[src/rtl/seg_scroll_scan_if.sv]
// Bundle of the scroll/scan display signals between the lookup stage side and the back-end.
// The slave modport is the display back-end; the master modport is its environment.
interface seg_scroll_scan_if;
  logic       i_en;
  logic [6:0] i_seg_in;
  logic [2:0] o_sel;
  logic       o_step;
  logic [3:0] o_an;
  logic [6:0] o_seg_out;

  modport slave  (input  i_en, i_seg_in, output o_sel, o_step, o_an, o_seg_out);
  modport master (output i_en, i_seg_in, input  o_sel, o_step, o_an, o_seg_out);
endinterface

[src/rtl/seg_scroll_scan.sv]
// Scrolling 4-digit window over an 8-digit lookup string, multiplexed onto a common-anode display.
// Optional macro SEG_SCROLL_BLANK_EN inserts one all-off anode cycle on every digit change.
module seg_scroll_scan #(
  parameter int STEP_DIV = 25000000,
  parameter int SCAN_DIV = 50000,
  parameter int STEP_W   = 25,
  parameter int SCAN_W   = 16
) (
  input  logic         clk,
  input  logic         rst_n,
  seg_scroll_scan_if.slave bus
);

  localparam logic [STEP_W-1:0] STEP_LAST = STEP_W'(STEP_DIV - 1);
  localparam logic [SCAN_W-1:0] SCAN_LAST = SCAN_W'(SCAN_DIV - 1);
  localparam logic [6:0]        BLANK     = 7'h7F;

  logic [STEP_W-1:0] r_step_cnt;
  logic              r_step;
  logic [2:0]        r_sel;
  logic              r_cap;
  logic [6:0]        r_buf [4];
  logic [SCAN_W-1:0] r_scan_cnt;
  logic [1:0]        r_scan_idx;
  logic [3:0]        r_an;
  logic [6:0]        r_seg_out;

  logic              w_step_tc;
  logic              w_scan_tc;
  logic [3:0]        w_an_onehot;
  logic [3:0]        w_an_next;

  assign w_step_tc = (r_step_cnt == STEP_LAST);
  assign w_scan_tc = (r_scan_cnt == SCAN_LAST);

  genvar gi;
  generate
    for (gi = 0; gi < 4; gi++) begin : g_an
      assign w_an_onehot[gi] = (r_scan_idx != 2'(gi));
    end
  endgenerate

  // Step tick: counts only enabled cycles, so a freeze resumes mid-step.
  always_ff @(posedge clk or negedge rst_n) begin
    if (!rst_n) begin
      r_step_cnt <= '0;
      r_step     <= 1'b0;
    end else if (bus.i_en) begin
      r_step_cnt <= w_step_tc ? '0 : r_step_cnt + 1'b1;
      r_step     <= w_step_tc;
    end else begin
      r_step     <= 1'b0;
    end
  end

  // cap starts at 1 so the sel=0 pattern is loaded right after reset.
  always_ff @(posedge clk or negedge rst_n) begin
    if (!rst_n) begin
      r_sel <= '0;
      r_cap <= 1'b1;
    end else begin
      r_cap <= r_step;
      if (r_step)
        r_sel <= r_sel + 1'b1;
    end
  end

  always_ff @(posedge clk or negedge rst_n) begin
    if (!rst_n) begin
      for (int i = 0; i < 4; i++)
        r_buf[i] <= BLANK;
    end else if (r_cap && bus.i_en) begin
      for (int i = 3; i > 0; i--)
        r_buf[i] <= r_buf[i-1];
      r_buf[0] <= bus.i_seg_in;
    end
  end

  always_ff @(posedge clk or negedge rst_n) begin
    if (!rst_n) begin
      r_scan_cnt <= '0;
      r_scan_idx <= '0;
    end else begin
      r_scan_cnt <= w_scan_tc ? '0 : r_scan_cnt + 1'b1;
      if (w_scan_tc)
        r_scan_idx <= r_scan_idx + 1'b1;
    end
  end

`ifdef SEG_SCROLL_BLANK_EN
  logic [1:0] r_idx_prev;

  // A mismatch between current and previous index marks the first cycle of a new digit.
  always_ff @(posedge clk or negedge rst_n) begin
    if (!rst_n)
      r_idx_prev <= '0;
    else
      r_idx_prev <= r_scan_idx;
  end

  assign w_an_next = (r_scan_idx != r_idx_prev) ? 4'b1111 : w_an_onehot;
`else
  assign w_an_next = w_an_onehot;
`endif

  always_ff @(posedge clk or negedge rst_n) begin
    if (!rst_n) begin
      r_an      <= 4'b1110;
      r_seg_out <= BLANK;
    end else begin
      r_an      <= w_an_next;
      r_seg_out <= r_buf[r_scan_idx];
    end
  end

  assign bus.o_sel     = r_sel;
  assign bus.o_step    = r_step;
  assign bus.o_an      = r_an;
  assign bus.o_seg_out = r_seg_out;

endmodule

[src/flat_wrapper.sv]
// flat-port wrapper written by rule: the top's interface ports become plain ports
module seg_scroll_scan_flat 
#(
  parameter int STEP_DIV = 25000000,
  parameter int SCAN_DIV = 50000,
  parameter int STEP_W   = 25,
  parameter int SCAN_W   = 16
)
  (clk, rst_n, bus_i_en, bus_i_seg_in, bus_o_sel, bus_o_step, bus_o_an, bus_o_seg_out);
  seg_scroll_scan_if bus_i ();
  input  logic clk;
  input  logic rst_n;
  input wire logic [$bits(bus_i.i_en)-1:0] bus_i_en;
  input wire logic [$bits(bus_i.i_seg_in)-1:0] bus_i_seg_in;
  output wire logic [$bits(bus_i.o_sel)-1:0] bus_o_sel;
  output wire logic [$bits(bus_i.o_step)-1:0] bus_o_step;
  output wire logic [$bits(bus_i.o_an)-1:0] bus_o_an;
  output wire logic [$bits(bus_i.o_seg_out)-1:0] bus_o_seg_out;
  assign bus_i.i_en = bus_i_en;
  assign bus_i.i_seg_in = bus_i_seg_in;
  assign bus_o_sel = bus_i.o_sel;
  assign bus_o_step = bus_i.o_step;
  assign bus_o_an = bus_i.o_an;
  assign bus_o_seg_out = bus_i.o_seg_out;
  seg_scroll_scan #(.STEP_DIV(STEP_DIV), .SCAN_DIV(SCAN_DIV), .STEP_W(STEP_W), .SCAN_W(SCAN_W)) u_core (.clk(clk), .rst_n(rst_n), .bus(bus_i));
endmodule
[config.mk]
export PLATFORM = sky130hd
export DESIGN_NAME = seg_scroll_scan_flat
export DESIGN_NICKNAME = d
export VERILOG_FILES = /design/src/rtl/seg_scroll_scan_if.sv /design/src/rtl/seg_scroll_scan.sv /design/src/flat_wrapper.sv
export SDC_FILE = /design/constraint.sdc
export NUM_CORES = 1
export LEC_CHECK = 0
export BUFFER_PORTS_ARGS = -buffer_cell sky130_fd_sc_hd__clkbuf_2
export CELL_PAD_IN_SITES_DETAIL_PLACEMENT = 1
export CELL_PAD_IN_SITES_GLOBAL_PLACEMENT = 1
export CORE_UTILIZATION = 49
export DETAILED_ROUTE_END_ITERATION = 7
export PLACE_DENSITY = 0.78
export SYNTH_ARGS = -nofsm -noshare
export SYNTH_HDL_FRONTEND = slang
export SYNTH_SLANG_ARGS = --single-unit
[constraint.sdc]
create_clock -name clk -period 2 [get_ports clk]
set_input_delay 0.4 -clock clk [delete_from_list [all_inputs] [get_ports clk]]
set_output_delay 0.4 -clock clk [all_outputs]
set_load 0.05 [all_outputs]
==> impl_metrics.env <==
export IMPL_status="completed"
export IMPL_yosysSeqAreaShare_pct=57.6
export IMPL_drive_above_1_share_pct=38.2
export IMPL_first_pass_iters=4
export IMPL_grtUsageTotal_pct=20.8
export IMPL_clkTransAtPathRegs_ps=90
export IMPL_fin_skew_ps=9.22
export IMPL_grtUsageMet3_pct=4.29
export IMPL_die_x_um=90.8
export IMPL_finalWirelength_mm=7.87
export IMPL_n_fill_cell=825
export IMPL_total_power_mw=3.31
export IMPL_grt_util_met2_pct=37.3
export IMPL_antenna_found_initial=0
export IMPL_initial_utilization_pct=50.3
export IMPL_yosysTopAreaCellShare_pct=31.1
export IMPL_synth_edf_count=0
export IMPL_rsz0062_at_grt="false"
export IMPL_gr_max_usage_layer="met2"
export IMPL_grt_max_degree=34
export IMPL_cts_buffer_depth=2
export IMPL_required_ps=2280
export IMPL_power_leakage_nw=1.91
export IMPL_post_route_min_period_ps=1820
export IMPL_timing_hold_violations_final=0
export IMPL_synth_cells=307
export IMPL_cp_slowest_cell="dfrtp_1"
export IMPL_fmaxAchievable_ghz=0.549
export IMPL_grt_pass1_vias=2709
export IMPL_vias=2489
export IMPL_synth_area_sq_mm=0.00386
export IMPL_post_drt_via_cell_ratio=5.53
export IMPL_grt_pass1_wl_mm=13.3
export IMPL_h_tree_depth=3
export IMPL_synth_largest_area_cell="dfrtp_1"
export IMPL_hpwl_mm=5.46
export IMPL_slew_headroom_pct=61.6
export IMPL_peakVddDrop_mv=0.425
export IMPL_io_buffer_count=24
export IMPL_core_area_sq_mm=0.00769
export IMPL_endpoint_kind="register"
export IMPL_detail_route_wl_per_cell_um=17.5
export IMPL_slew_viol_final=0
export IMPL_p_per_area_mw_per_mm2=756
export IMPL_design_area_sq_mm=0.00438
export IMPL_post_route_period_util_pct=91.1
export IMPL_postCtsHoldBufs=1
export IMPL_synth_seq_cells=87
export IMPL_drc=0
export IMPL_cp_start_kind="register"
export IMPL_hp_class="in -> reg"
export IMPL_clock_root_buffer="clkbuf_8"
export IMPL_use_met1_pct=24.2
export IMPL_yosys_most_used_dff="dfrtp_1"
export IMPL_placed_area_sq_mm=0.00417
export IMPL_avgSynthCellArea_sq_um=12.6
export IMPL_async_reset_ff_share_pct=100
export IMPL_cp_max_fo=12
export IMPL_fp_row_count=32
export IMPL_die_h_um=90.8
export IMPL_cts_tree="yes"
export IMPL_layout_nets=360
export IMPL_area_growth_pct=13.3
export IMPL_critPathKind="reg -> reg"
export IMPL_syn_nets=324
export IMPL_synthDistinctLibCells=41
export IMPL_globalplace_congestion=0.737
export IMPL_finalSetupTns_ps=0
export IMPL_setup_viol=0
export IMPL_detail_route_iter0_violations=71
export IMPL_clkSinkCount=87
export IMPL_antennaDiodeCount=0
export IMPL_ys_warn_count=0
export IMPL_slowest_delay_ps=410
export IMPL_io_pins=25
export IMPL_insertion_delay_ps=360
export IMPL_postCtsSetupBuffers=0
export IMPL_worst_slew_pin_slew_ps=576
export IMPL_path_cells="ha_1, and4_1, nand4_1, buf_4, or4_1, a21oi_1"
export IMPL_maxCapViolCount=0
export IMPL_synth_area_leaders="dfrtp_1 31%, dfstp_2 27%, mux2_2 8.4%"
export IMPL_cp_data_arrival_time_ps=2110
export IMPL_antenna_left=0
export IMPL_grt_overflow_total=0
export IMPL_cts_made_buffers=9
export IMPL_cts_resized_gates=0
export IMPL_die_area_sq_mm=0.00825
==> logic make-up (layout without fill, tap and decap cells) <==
group                    Yosys count  count (layout)  synth area share (%)
AND/OR/NAND/NOR                  100             100                  15.0
flip-flops                        87              87                  57.6
multiplexers                      36              36                  12.5
AO/OA/AOI/OAI                     30              30                  4.47
XOR/XNOR                          26              26                  5.89
buffers and inverters             21              62                  2.23
adder cells (fa/ha/maj)            7               7                  2.27
==> critical path, delay by kind of cell, from the launching register on <==
| family | cells | cell delay (ps) |
|---|---|---|
| AO/OA/AOI/OAI | 1 | 150 |
| flip-flops | 1 | 410 |
| buffers and inverters | 1 | 200 |
| adder cells (fa/ha/maj) | 1 | 180 |
| AND/OR/NAND/NOR | 3 | 800 |
==> final cells by class <==
type | instances | area [sq um] | area share, %
timing repair buffer | 37 | 235 | 5.37
tap | 102 | 128 | 2.91
inverter | 9 | 33.8 | 0.771
clock buffer | 10 | 138 | 3.14
multi-input combinational | 199 | 1550 | 35.5
sequential | 87 | 2230 | 50.8
clock inverter | 6 | 66.3 | 1.51
==> state kept, by name, summed over array words and instances, names as in the netlist <==
register	cells
u_core.bus.o_step	1
u_core.r_scan_cnt	16
u_core.bus.o_an	4
u_core.r_cap	1
u_core.r_step_cnt	25
u_core.bus.o_seg_out	7
u_core.bus.o_sel	3
u_core.r_scan_idx	2
u_core.r_buf	28
==> cells in the final DEF (no fill, tap or decap), types with 2 or more instances in the layout <==
cell / Yosys / layout
dfrtp_1: 48 / 48
a21oi_1: 10 / 10
ha_1: 7 / 7
mux4_2: 7 / 7
mux2_2: 29 / 29
o21ai_0: 10 / 10
dfstp_2: 39 / 39
nand2b_1: 2 / 2
nand3_1: 12 / 12
and3_1: 6 / 6
clkbuf_8: 0 / 10
nor2_1: 13 / 13
clkbuf_2: 0 / 23
inv_1: 9 / 9
or4bb_1: 2 / 2
nand4b_1: 2 / 2
or4_1: 3 / 3
o31ai_1: 5 / 5
xnor2_1: 17 / 17
xor2_1: 9 / 9
and4_1: 6 / 6
or3_1: 5 / 5
and2_1: 2 / 2
nor3_1: 5 / 5
nand2_1: 19 / 19
nand4_1: 12 / 12
nor2b_1: 3 / 3
buf_4: 1 / 12
==> cell usage after synthesis, types with 2 or more instances <==
master    instances
and3_1            6
nand2_1          19
inv_1             9
or4_1             3
o31ai_1           5
a21oi_1          10
xnor2_1          17
clkbuf_1          8
ha_1              7
nor2_1           13
nor2b_1           3
dfrtp_1          48
dfstp_2          39
nor3_1            5
nand3_1          12
xor2_1            9
nand4_1          12
and4_1            6
and2_1            2
or4bb_1           2
nand2b_1          2
mux4_2            7
o21ai_0          10
or3_1             5
mux2_2           29
buf_2             3
nand4b_1          2
==> layer usage <==
| layer | vias to the layer above | part of all wire (%) |
|---|---|---|
| met5 | - | 0 |
| met4 | 0 | 1.5 |
| met3 | 12 | 2.1 |
| met2 | 20 | 54 |
| met1 | 1291 | 42 |
| li1 | 1166 | - |
==> where the power goes <==
group / internal, mW / switching, mW / leakage (nW)
registers: 1.81 / 0.0587 / 1.04
logic: 0.0826 / 0.105 / 0.759
clock network: 0.616 / 0.635 / 0.103
total: 2.51 / 0.799 / 1.91
==> per-stage QoR <==
step	setup slack [ps]	hold slack [ps]	instances	utilization, %
after CTS	162	248	450	57.0
after detailed placement	201	307	433	54.2
after global placement	258	303	433	54.2
after global routing	8.86	247	450	57.0
final	177	263	450	57.0
after floorplan	297	104	307	-
==> final timing paths <==
kind                                      startpoint               endpoint  slack, ps  cells past startpoint
min in group asynchronous                      rst_n   u_core.r_step_cnt[9]        460                      2
worst min register to register   u_core.bus.o_sel[2]    u_core.bus.o_sel[2]        480                      1
max in group asynchronous                      rst_n       u_core.r_buf[22]        920                      3
worst max-delay path            u_core.r_step_cnt[0]  u_core.r_step_cnt[20]        180                      6
worst min-delay path                 bus_i_seg_in[5]       u_core.r_buf[26]        260                      2
worst max register to register  u_core.r_step_cnt[0]  u_core.r_step_cnt[20]        180                      6
(Power assumes the default switching activity.)
